**config.mk**
```make
export PLATFORM = sky130hd
export DESIGN_NAME = motor_cmd_sequencer
export DESIGN_NICKNAME = d
export VERILOG_FILES = /design/src/rtl/motor_cmd_sequencer.sv
export SDC_FILE = /design/constraint.sdc
export NUM_CORES = 1
export LEC_CHECK = 0
export BUFFER_PORTS_ARGS = -buffer_cell sky130_fd_sc_hd__buf_2
export CORE_ASPECT_RATIO = 1.1
export CORE_UTILIZATION = 55
export CTS_BUF_LIST = sky130_fd_sc_hd__clkbuf_2 sky130_fd_sc_hd__clkbuf_4 sky130_fd_sc_hd__clkbuf_8
export DETAILED_ROUTE_END_ITERATION = 8
export PLACE_DENSITY = 0.79
export SLEW_MARGIN = 30
export SYNTH_ARGS = -nofsm -noshare
export SYNTH_HDL_FRONTEND = slang
export SYNTH_SLANG_ARGS = --single-unit
```
**constraint.sdc**
```tcl
create_clock -name clk -period 4.5 [get_ports clk]
set_input_delay 0.9 -clock clk [delete_from_list [all_inputs] [get_ports clk]]
set_output_delay 0.9 -clock clk [all_outputs]
set_load 0.05 [all_outputs]
```
**src/rtl/motor_cmd_sequencer.sv**
```systemverilog
// ============================================================================
// Module  : motor_cmd_sequencer
// Brief   : Queues timed motion commands and issues frame-aligned drive
//           instructions, inserting stop frames on direction reversal.
// Revision: 1.0 - initial release
// ============================================================================
`default_nettype none

module motor_cmd_sequencer #(
  parameter int FRAME_LEN  = 3072,
  parameter int FIFO_DEPTH = 4,
  parameter int GAP_FRAMES = 2
) (
  input  logic       clk,
  input  logic       reset,
  input  logic       cmd_valid,
  input  logic [1:0] cmd_dir,
  input  logic [7:0] cmd_frames,
  output logic       cmd_ready,
  output logic [1:0] instr,
  output logic       frame_tick,
  output logic       busy
);

  localparam int CW = $clog2(FRAME_LEN);
  localparam int AW = $clog2(FIFO_DEPTH);
  localparam int GW = $clog2(GAP_FRAMES + 1);

  localparam logic [CW-1:0] CNT_LAST  = CW'(FRAME_LEN - 1);
  localparam logic [AW:0]   FIFO_FULL = (AW+1)'(FIFO_DEPTH);
  localparam logic [GW-1:0] GAP_LOAD  = GW'(GAP_FRAMES);
  localparam logic [GW-1:0] GAP_ONE   = GW'(1);
  localparam logic [1:0]    DIR_FWD   = 2'b01;
  localparam logic [1:0]    DIR_BACK  = 2'b10;
  localparam logic [1:0]    DIR_STOP  = 2'b11;

  typedef enum logic [1:0] {
    ST_IDLE = 2'd0,
    ST_RUN  = 2'd1,
    ST_GAP  = 2'd2
  } state_t;

  logic [CW-1:0] cnt_q;

  logic [9:0]    mem_q [FIFO_DEPTH];
  logic [AW-1:0] wr_ptr_q, rd_ptr_q;
  logic [AW:0]   count_q;
  logic          push, pop, fifo_empty, reversal;
  logic [1:0]    wr_dir, head_dir;
  logic [7:0]    head_frames;

  state_t        state_q, state_d;
  logic [1:0]    instr_q, instr_d;
  logic [7:0]    remaining_q, remaining_d;
  logic [GW-1:0] gap_q, gap_d;
  logic [9:0]    pending_q, pending_d;

  assign frame_tick = (cnt_q == CNT_LAST);

  always_ff @(posedge clk or posedge reset) begin
    if (reset)           cnt_q <= '0;
    else if (frame_tick) cnt_q <= '0;
    else                 cnt_q <= cnt_q + 1'b1;
  end

  // Ready depends only on occupancy, so a full FIFO refuses a push even on a pop cycle.
  assign cmd_ready   = (count_q != FIFO_FULL);
  assign fifo_empty  = (count_q == '0);
  assign wr_dir      = (cmd_dir == 2'b00) ? DIR_STOP : cmd_dir;
  assign push        = cmd_valid & cmd_ready & (cmd_frames != 8'd0);
  assign head_dir    = mem_q[rd_ptr_q][9:8];
  assign head_frames = mem_q[rd_ptr_q][7:0];

  always_ff @(posedge clk) begin
    if (push) mem_q[wr_ptr_q] <= {wr_dir, cmd_frames};
  end

  always_ff @(posedge clk or posedge reset) begin
    if (reset) begin
      wr_ptr_q <= '0;
      rd_ptr_q <= '0;
      count_q  <= '0;
    end else begin
      if (push) wr_ptr_q <= wr_ptr_q + 1'b1;
      if (pop)  rd_ptr_q <= rd_ptr_q + 1'b1;
      case ({push, pop})
        2'b10:   count_q <= count_q + 1'b1;
        2'b01:   count_q <= count_q - 1'b1;
        default: count_q <= count_q;
      endcase
    end
  end

  assign reversal = ((head_dir == DIR_FWD)  && (instr_q == DIR_BACK)) ||
                    ((head_dir == DIR_BACK) && (instr_q == DIR_FWD));

  always_ff @(posedge clk or posedge reset) begin
    if (reset) begin
      state_q     <= ST_IDLE;
      instr_q     <= DIR_STOP;
      remaining_q <= '0;
      gap_q       <= '0;
      pending_q   <= '0;
    end else begin
      state_q     <= state_d;
      instr_q     <= instr_d;
      remaining_q <= remaining_d;
      gap_q       <= gap_d;
      pending_q   <= pending_d;
    end
  end

  always_comb begin
    state_d     = state_q;
    instr_d     = instr_q;
    remaining_d = remaining_q;
    gap_d       = gap_q;
    pending_d   = pending_q;
    pop         = 1'b0;
    if (frame_tick) begin
      case (state_q)
        ST_IDLE: begin
          if (!fifo_empty) begin
            pop         = 1'b1;
            instr_d     = head_dir;
            remaining_d = head_frames;
            state_d     = ST_RUN;
          end
        end
        ST_RUN: begin
          if (remaining_q > 8'd1) begin
            remaining_d = remaining_q - 8'd1;
          end else if (!fifo_empty) begin
            pop = 1'b1;
            if (reversal) begin
              instr_d   = DIR_STOP;
              gap_d     = GAP_LOAD;
              pending_d = {head_dir, head_frames};
              state_d   = ST_GAP;
            end else begin
              instr_d     = head_dir;
              remaining_d = head_frames;
            end
          end else begin
            instr_d = DIR_STOP;
            state_d = ST_IDLE;
          end
        end
        ST_GAP: begin
          if (gap_q > GAP_ONE) begin
            gap_d = gap_q - 1'b1;
          end else begin
            instr_d     = pending_q[9:8];
            remaining_d = pending_q[7:0];
            state_d     = ST_RUN;
          end
        end
        default: begin
          instr_d = DIR_STOP;
          state_d = ST_IDLE;
        end
      endcase
    end
  end

  assign instr = instr_q;
  assign busy  = (state_q != ST_IDLE) | !fifo_empty;

endmodule

`default_nettype wire

```
==> results of run 1 <==
[kinds of logic (layout without fill, tap and decap cells)]
logic type               Yosys count  in the layout  share of synthesized area
AO/OA/AOI/OAI                     48             48                     0.0934
XOR/XNOR                          18             18                     0.0382
buffers and inverters             24             48                     0.0249
adder cells (fa/ha/maj)           15             15                     0.0473
multiplexers                      36             36                      0.132
AND/OR/NAND/NOR                   86             86                      0.111
flip-flops                        83             83                      0.553
[sequential cells by signal, indices dropped and copies added, names as in the netlist]
signal,count
state_q,2
instr,2
count_q,3
gap_q,2
pending_q,10
rd_ptr_q,2
cnt_q,12
remaining_q,8
mem_q,40
wr_ptr_q,2
[final cells by class]
cell class / instances / share of cell area
tap: 85 / 0.0239
timing repair buffer: 18 / 0.0208
clock buffer: 9 / 0.0278
multi-input combinational: 203 / 0.391
inverter: 14 / 0.0118
sequential: 83 / 0.512
clock inverter: 7 / 0.0132
[cells in the mapped netlist, types with 6 or more instances]
master	count	share of area
mux2_4	7	0.025
nand2_1	25	0.023
xnor2_1	10	0.021
inv_1	14	0.013
mux4_1	8	0.051
mux2_2	16	0.044
o21ai_0	16	0.019
xor2_1	8	0.017
nand3_1	8	0.0097
a22o_1	6	0.013
ha_1	14	0.042
edfxtp_1	40	0.29
dfrtp_1	41	0.25
nor2_1	20	0.018
[layer usage]
layer  global-route usage  vias up
met5                    0        -
met4               0.0805        0
met1                0.262     1212
met2                0.326       35
met3               0.0490       12
li1                     -     1175
[report_power, final]
part	switching [W]	leakage, nW	internal, W
clock network	0.000293	0.0868	0.000208
logic	0.000170	0.861	0.0000889
registers	0.0000336	0.932	0.000898
[worst register-to-register path, stage by stage, from the launching register on]
cell and delay, ns:
dfrtp_1 0.44, inv_1 0.10, ha_1 0.42, nand3b_1 0.25, nor2_1 0.41, o211a_1 0.28, ha_1 0.21, inv_1 0.06
fa_1 0.37, xor2_1 0.15, nor2_1 0.11, xor2_1 0.15
[metrics by stage]
| stage | instance area, µm² | power (W) | util | setup slack (ns) |
|---|---|---|---|---|
| after floorplan | 4130 | 0.00113 | - | 1.68 |
| after global placement | 4270 | 0.00120 | 0.600 | 1.57 |
| after detailed placement | 4270 | 0.00121 | 0.600 | 1.51 |
| after CTS | 4460 | 0.00171 | 0.625 | 1.28 |
| after global routing | 4460 | 0.00177 | 0.625 | 1.13 |
| final | 4460 | 0.00169 | 0.625 | 1.30 |
[final timing paths]
check	start	to	slack (ns)	depth (start not counted)
setup / recovery	cnt_q[0]	frame_tick	1.30	4
hold / removal	cnt_q[6]	cnt_q[6]	0.48	1
max in group asynchronous	reset	instr[1]	3.46	3
hold reg to reg	cnt_q[6]	cnt_q[6]	0.48	1
min in group asynchronous	reset	wr_ptr_q[1]	0.66	3
setup reg to reg	state_q[1]	count_q[2]	1.47	11
==> flow_summary.json, run 1 <==
{
  "avgSynthCellArea_um2": 13.3,
  "cts_root_buffer": "clkbuf_8",
  "final_common_cell": "dfrtp_1",
  "antenna_found_initial": 0,
  "syn2layout_area_growth_pct": 8.04,
  "top_layer_used": "met4",
  "setup_tns_ns": 0,
  "cpPeakStageDelay_ns": 0.72,
  "clk_pin_slew_worst_paths_ns": 0.09,
  "coreArea_um2": 7130,
  "cap_viol_max_count": 0,
  "dr_wl_met3_um": 204,
  "arrival_ns": 2.30,
  "hpwl_um": 4740,
  "die_area_um2": 7850,
  "final-hold-violation-count": 0,
  "grt_usage": 0.201,
  "ys_warn_count": 0,
  "drive_above_1_share": 0.210,
  "ctsHoldBuffers": 0,
  "wl_um": 6930,
  "synth.net_count": 338,
  "gp_congestion": 0.806,
  "layout.nets": 357,
  "path_buf_inv": 1,
  "die_w_um": 84.6,
  "grt_pass1_wl_um": 12000,
  "async_reset_ff_frac": 0.518,
  "final_cell_mix": "41 x dfrtp_1, 40 x edfxtp_1, 25 x nand2_1",
  "antenna_cells": 0,
  "io_buffers": 17,
  "worst_ir_drop_vdd_mv": 0.268,
  "leakagePower_nw": 1.88,
  "io_pins": 18,
  "dp.cells": 403,
  "post_cts_resized": 0,
  "crit_fanout": 12,
  "clkSinkCount": 83,
  "multi_input_area_um2": 1740,
  "dr_total_vias": 2434,
  "fmaxAchievable_ghz": 0.312,
  "holdWs_ns": 0.480,
  "syn_area_um2": 4130,
  "slew_headroom": 0.530,
  "syn_inst": 310,
  "cts_made_buffers": 9,
  "setup_violations": 0,
  "fin_crit_ns": 3.20,
  "ys_ff_latch": 83,
  "htreeDepth": 3,
  "clk_latency_ns": 0.36,
  "drt_pass1_iterations": 5,
  "route.detailed.drc": 0,
  "path_cells": "ha_1 > nand3_1 > nor4_4 > buf_2",
  "ys.flop_type": "dfrtp_1",
  "drt_iter0_markers": 170,
  "dr_wl_met2_um": 3380,
  "die_h_um": 92.8,
  "critPathSlowestCell": "nor4_4",
  "post_layout_nonfiller_instances": 419,
  "synth-edff-count": 40,
  "grt_pass1_vias": 2466,
  "path_class": "reg2out",
  "worstHoldPathType": "reg2reg",
  "area.sequential_um2": 2280,
  "clock_skew_ns": 0.00727,
  "cts_buffer_depth": 2,
  "end_kind": "primary output",
  "fp-row-count": 32,
  "ant_nets": 0,
  "nFillCells": 529,
  "ys_types": 55,
  "initial_core_util": 0.579,
  "status": "completed",
  "max_slew.worst_pin.slew_ns": 0.700,
  "post-cts-setup-buffers": 0,
  "viasPerCell": 5.81,
  "seq_area_frac_synth": 0.553,
  "final_max_slew_viol_count": 0,
  "rsz0062_at_grt": "false",
  "grt_overflow_total": 0,
  "grt_max_degree": 44,
  "p_per_area_nw_per_um2": 379,
  "start_kind": "flop",
  "min_period_over_period": 0.712,
  "crit_family": "simple AND/OR/NAND/NOR gates",
  "wl_met1_um": 3200,
  "cp.required_ns": 3.60,
  "cts_tree": "built",
  "wl_per_cell_um": 16.5
}
(Power assumes the default switching activity.)
==> run 2, diff against run 1 <==
clock period = 3.3 ns   (was 4.5 ns; I/O delays follow)
==> run 2 against run 1 <==
Effect of this change: critical path depth is 8 higher; setup slack worse by 1.0 ns; final area is 1.6% higher; wire length is 4.3% higher; die area stayed put; cell count is 0.95% higher; sequential power is 36% higher; via count is 0.29% higher; combinational power is 37% higher; critical endpoint is now count_q[2].
==> flow_summary.json, run 2 (synthesis gave the netlist of run 1 again) <==
{
  "wl_met1_um": 3200,
  "leakagePower_nw": 1.92,
  "worst_ir_drop_vdd_mv": 0.447,
  "internal_power_w": 0.00178,
  "nFillCells": 512,
  "clk_pin_slew_worst_paths_ns": 0.09,
  "setup_tns_ns": 0,
  "slew_headroom": 0.470,
  "grt_pass1_wl_um": 12000,
  "cts_tree": "built",
  "rsz0062_at_grt": "false",
  "ctsHoldBuffers": 0,
  "die_w_um": 84.6,
  "clk_latency_ns": 0.35,
  "cpPeakStageDelay_ns": 0.41,
  "path_cells": "inv_1 > ha_1 > nor2_1 > or2_2 > nor2_1 > o211a_1 > ha_1 > inv_1 > fa_1 > xor2_1 > nor2_1 > xor2_1",
  "critPathSlowestCell": "dfrtp_1",
  "dr_total_vias": 2441,
  "clkSinkCount": 83,
  "io_buffers": 17,
  "path_class": "reg2reg",
  "grt_pass1_vias": 2492,
  "grt_usage": 0.202,
  "grt_max_degree": 23,
  "worstHoldPathType": "in2async",
  "fmaxAchievable_ghz": 0.330,
  "syn2layout_area_growth_pct": 9.74,
  "crit_fanout": 5,
  "max_slew.worst_pin.slew_ns": 0.790,
  "post-cts-setup-buffers": 0,
  "grt_overflow_total": 0,
  "post_cts_resized": 0,
  "cpMostUsedCell": "nor2_1",
  "drt_iter0_markers": 152,
  "coreArea_um2": 7130,
  "path_buf_inv": 2,
  "antenna_found_initial": 0,
  "final_max_slew_viol_count": 0,
  "gp_congestion": 0.886,
  "ant_nets": 0,
  "top_layer_used": "met4",
  "rr_worst_depth": 12,
  "drt_pass1_iterations": 4,
  "drive_above_1_share": 0.219,
  "antenna_cells": 0,
  "status": "completed",
  "layout.nets": 361,
  "p_per_area_nw_per_um2": 539,
  "fin_crit_ns": 3.03,
  "hpwl_um": 5000,
  "arrival_ns": 3.29,
  "p_seq_frac": 0.522,
  "start_kind": "flop",
  "timing.final.ws_setup_ns": 0.274,
  "clock_skew_ns": 0.0118,
  "route.detailed.drc": 0,
  "dr_wl_met2_um": 3670,
  "largest-register": "mem_q",
  "cts_made_buffers": 9,
  "clockPowerShare": 0.332,
  "setup_violations": 0,
  "cts_root_buffer": "clkbuf_8",
  "final_cell_mix": "41 x dfrtp_1, 40 x edfxtp_1, 25 x nand2_1",
  "largest_reg_flops": 40,
  "die_h_um": 92.8,
  "htreeDepth": 3,
  "combPwrFrac": 0.146,
  "crit_family": "simple AND/OR/NAND/NOR gates",
  "end_kind": "flop",
  "cp.required_ns": 3.57,
  "viasPerCell": 5.77,
  "p_sw_w": 0.000665,
  "final-hold-violation-count": 0,
  "cap_viol_max_count": 0,
  "dr_wl_met3_um": 160,
  "wl_per_cell_um": 17.1,
  "io_pins": 18,
  "initial_core_util": 0.579,
  "reg2reg_slack_ns": 0.27,
  "die_area_um2": 7850,
  "wl_um": 7230,
  "place_ws_ns": 0.345,
  "cp.depth": 12,
  "fp-row-count": 32,
  "cts_buffer_depth": 2,
  "min_period_over_period": 0.917,
  "top_regs": "mem_q x40, cnt_q x12, pending_q x10",
  "final_common_cell": "dfrtp_1",
  "p_sw_frac": 0.272
}
[run 2: changes by cell type in the layout (fill, tap and decap cells not counted)]
cell	change
buf_4	+4
bufinv_16	+2
clkinv_4	-2
clkinvlp_2	+1
clkinvlp_4	-1
[run 2: worst paths after layout]
check                                from        endpoint
max                        remaining_q[1]      count_q[2]
max in group asynchronous           reset  remaining_q[1]
min                                 reset        cnt_q[3]
min reg2reg                      cnt_q[6]        cnt_q[6]
min in group clk                 cnt_q[6]        cnt_q[6]
max reg2reg                remaining_q[1]      count_q[2]
[run 2: cell type report]
type,count,area (µm²),area share
tap,85,106,0.0235
clock inverter,7,98.8,0.0218
sequential,83,2280,0.504
multi-input combinational,203,1740,0.385
timing repair buffer,22,123,0.0271
clock buffer,9,124,0.0274
inverter,14,52.6,0.0116
[run 2: per-stage QoR]
| stage | power, W | hold slack [ns] | std cells | utilization | instance area, µm² |
|---|---|---|---|---|---|
| 5_1_grt | 0.00256 | 0.395 | 423 | 0.635 | 4530 |
| 4_1_cts | 0.00246 | 0.359 | 423 | 0.635 | 4530 |
| 2_1_floorplan | 0.00154 | 0.441 | 310 | - | 4130 |
| 6_report | 0.00244 | 0.347 | 423 | 0.635 | 4530 |
| 3_3_place_gp | 0.00164 | 0.457 | 407 | 0.604 | 4300 |
| 3_5_place_dp | 0.00165 | 0.468 | 407 | 0.604 | 4300 |
[run 2: power by group through the flow]
stage	Clock, W	Combinational [W]	Sequential (W)
after floorplan	0	0.000269	0.00128
after global placement	0	0.000350	0.00129
after detailed placement	0	0.000358	0.00129
after CTS	0.000822	0.000362	0.00128
after global routing	0.000869	0.000402	0.00129
final	0.000811	0.000356	0.00127
[run 2: metal layers]
layer	up-vias	track usage
met5	-	0
met4	0	0.0890
met3	15	0.0348
met2	39	0.346
met1	1211	0.252
li1	1176	-
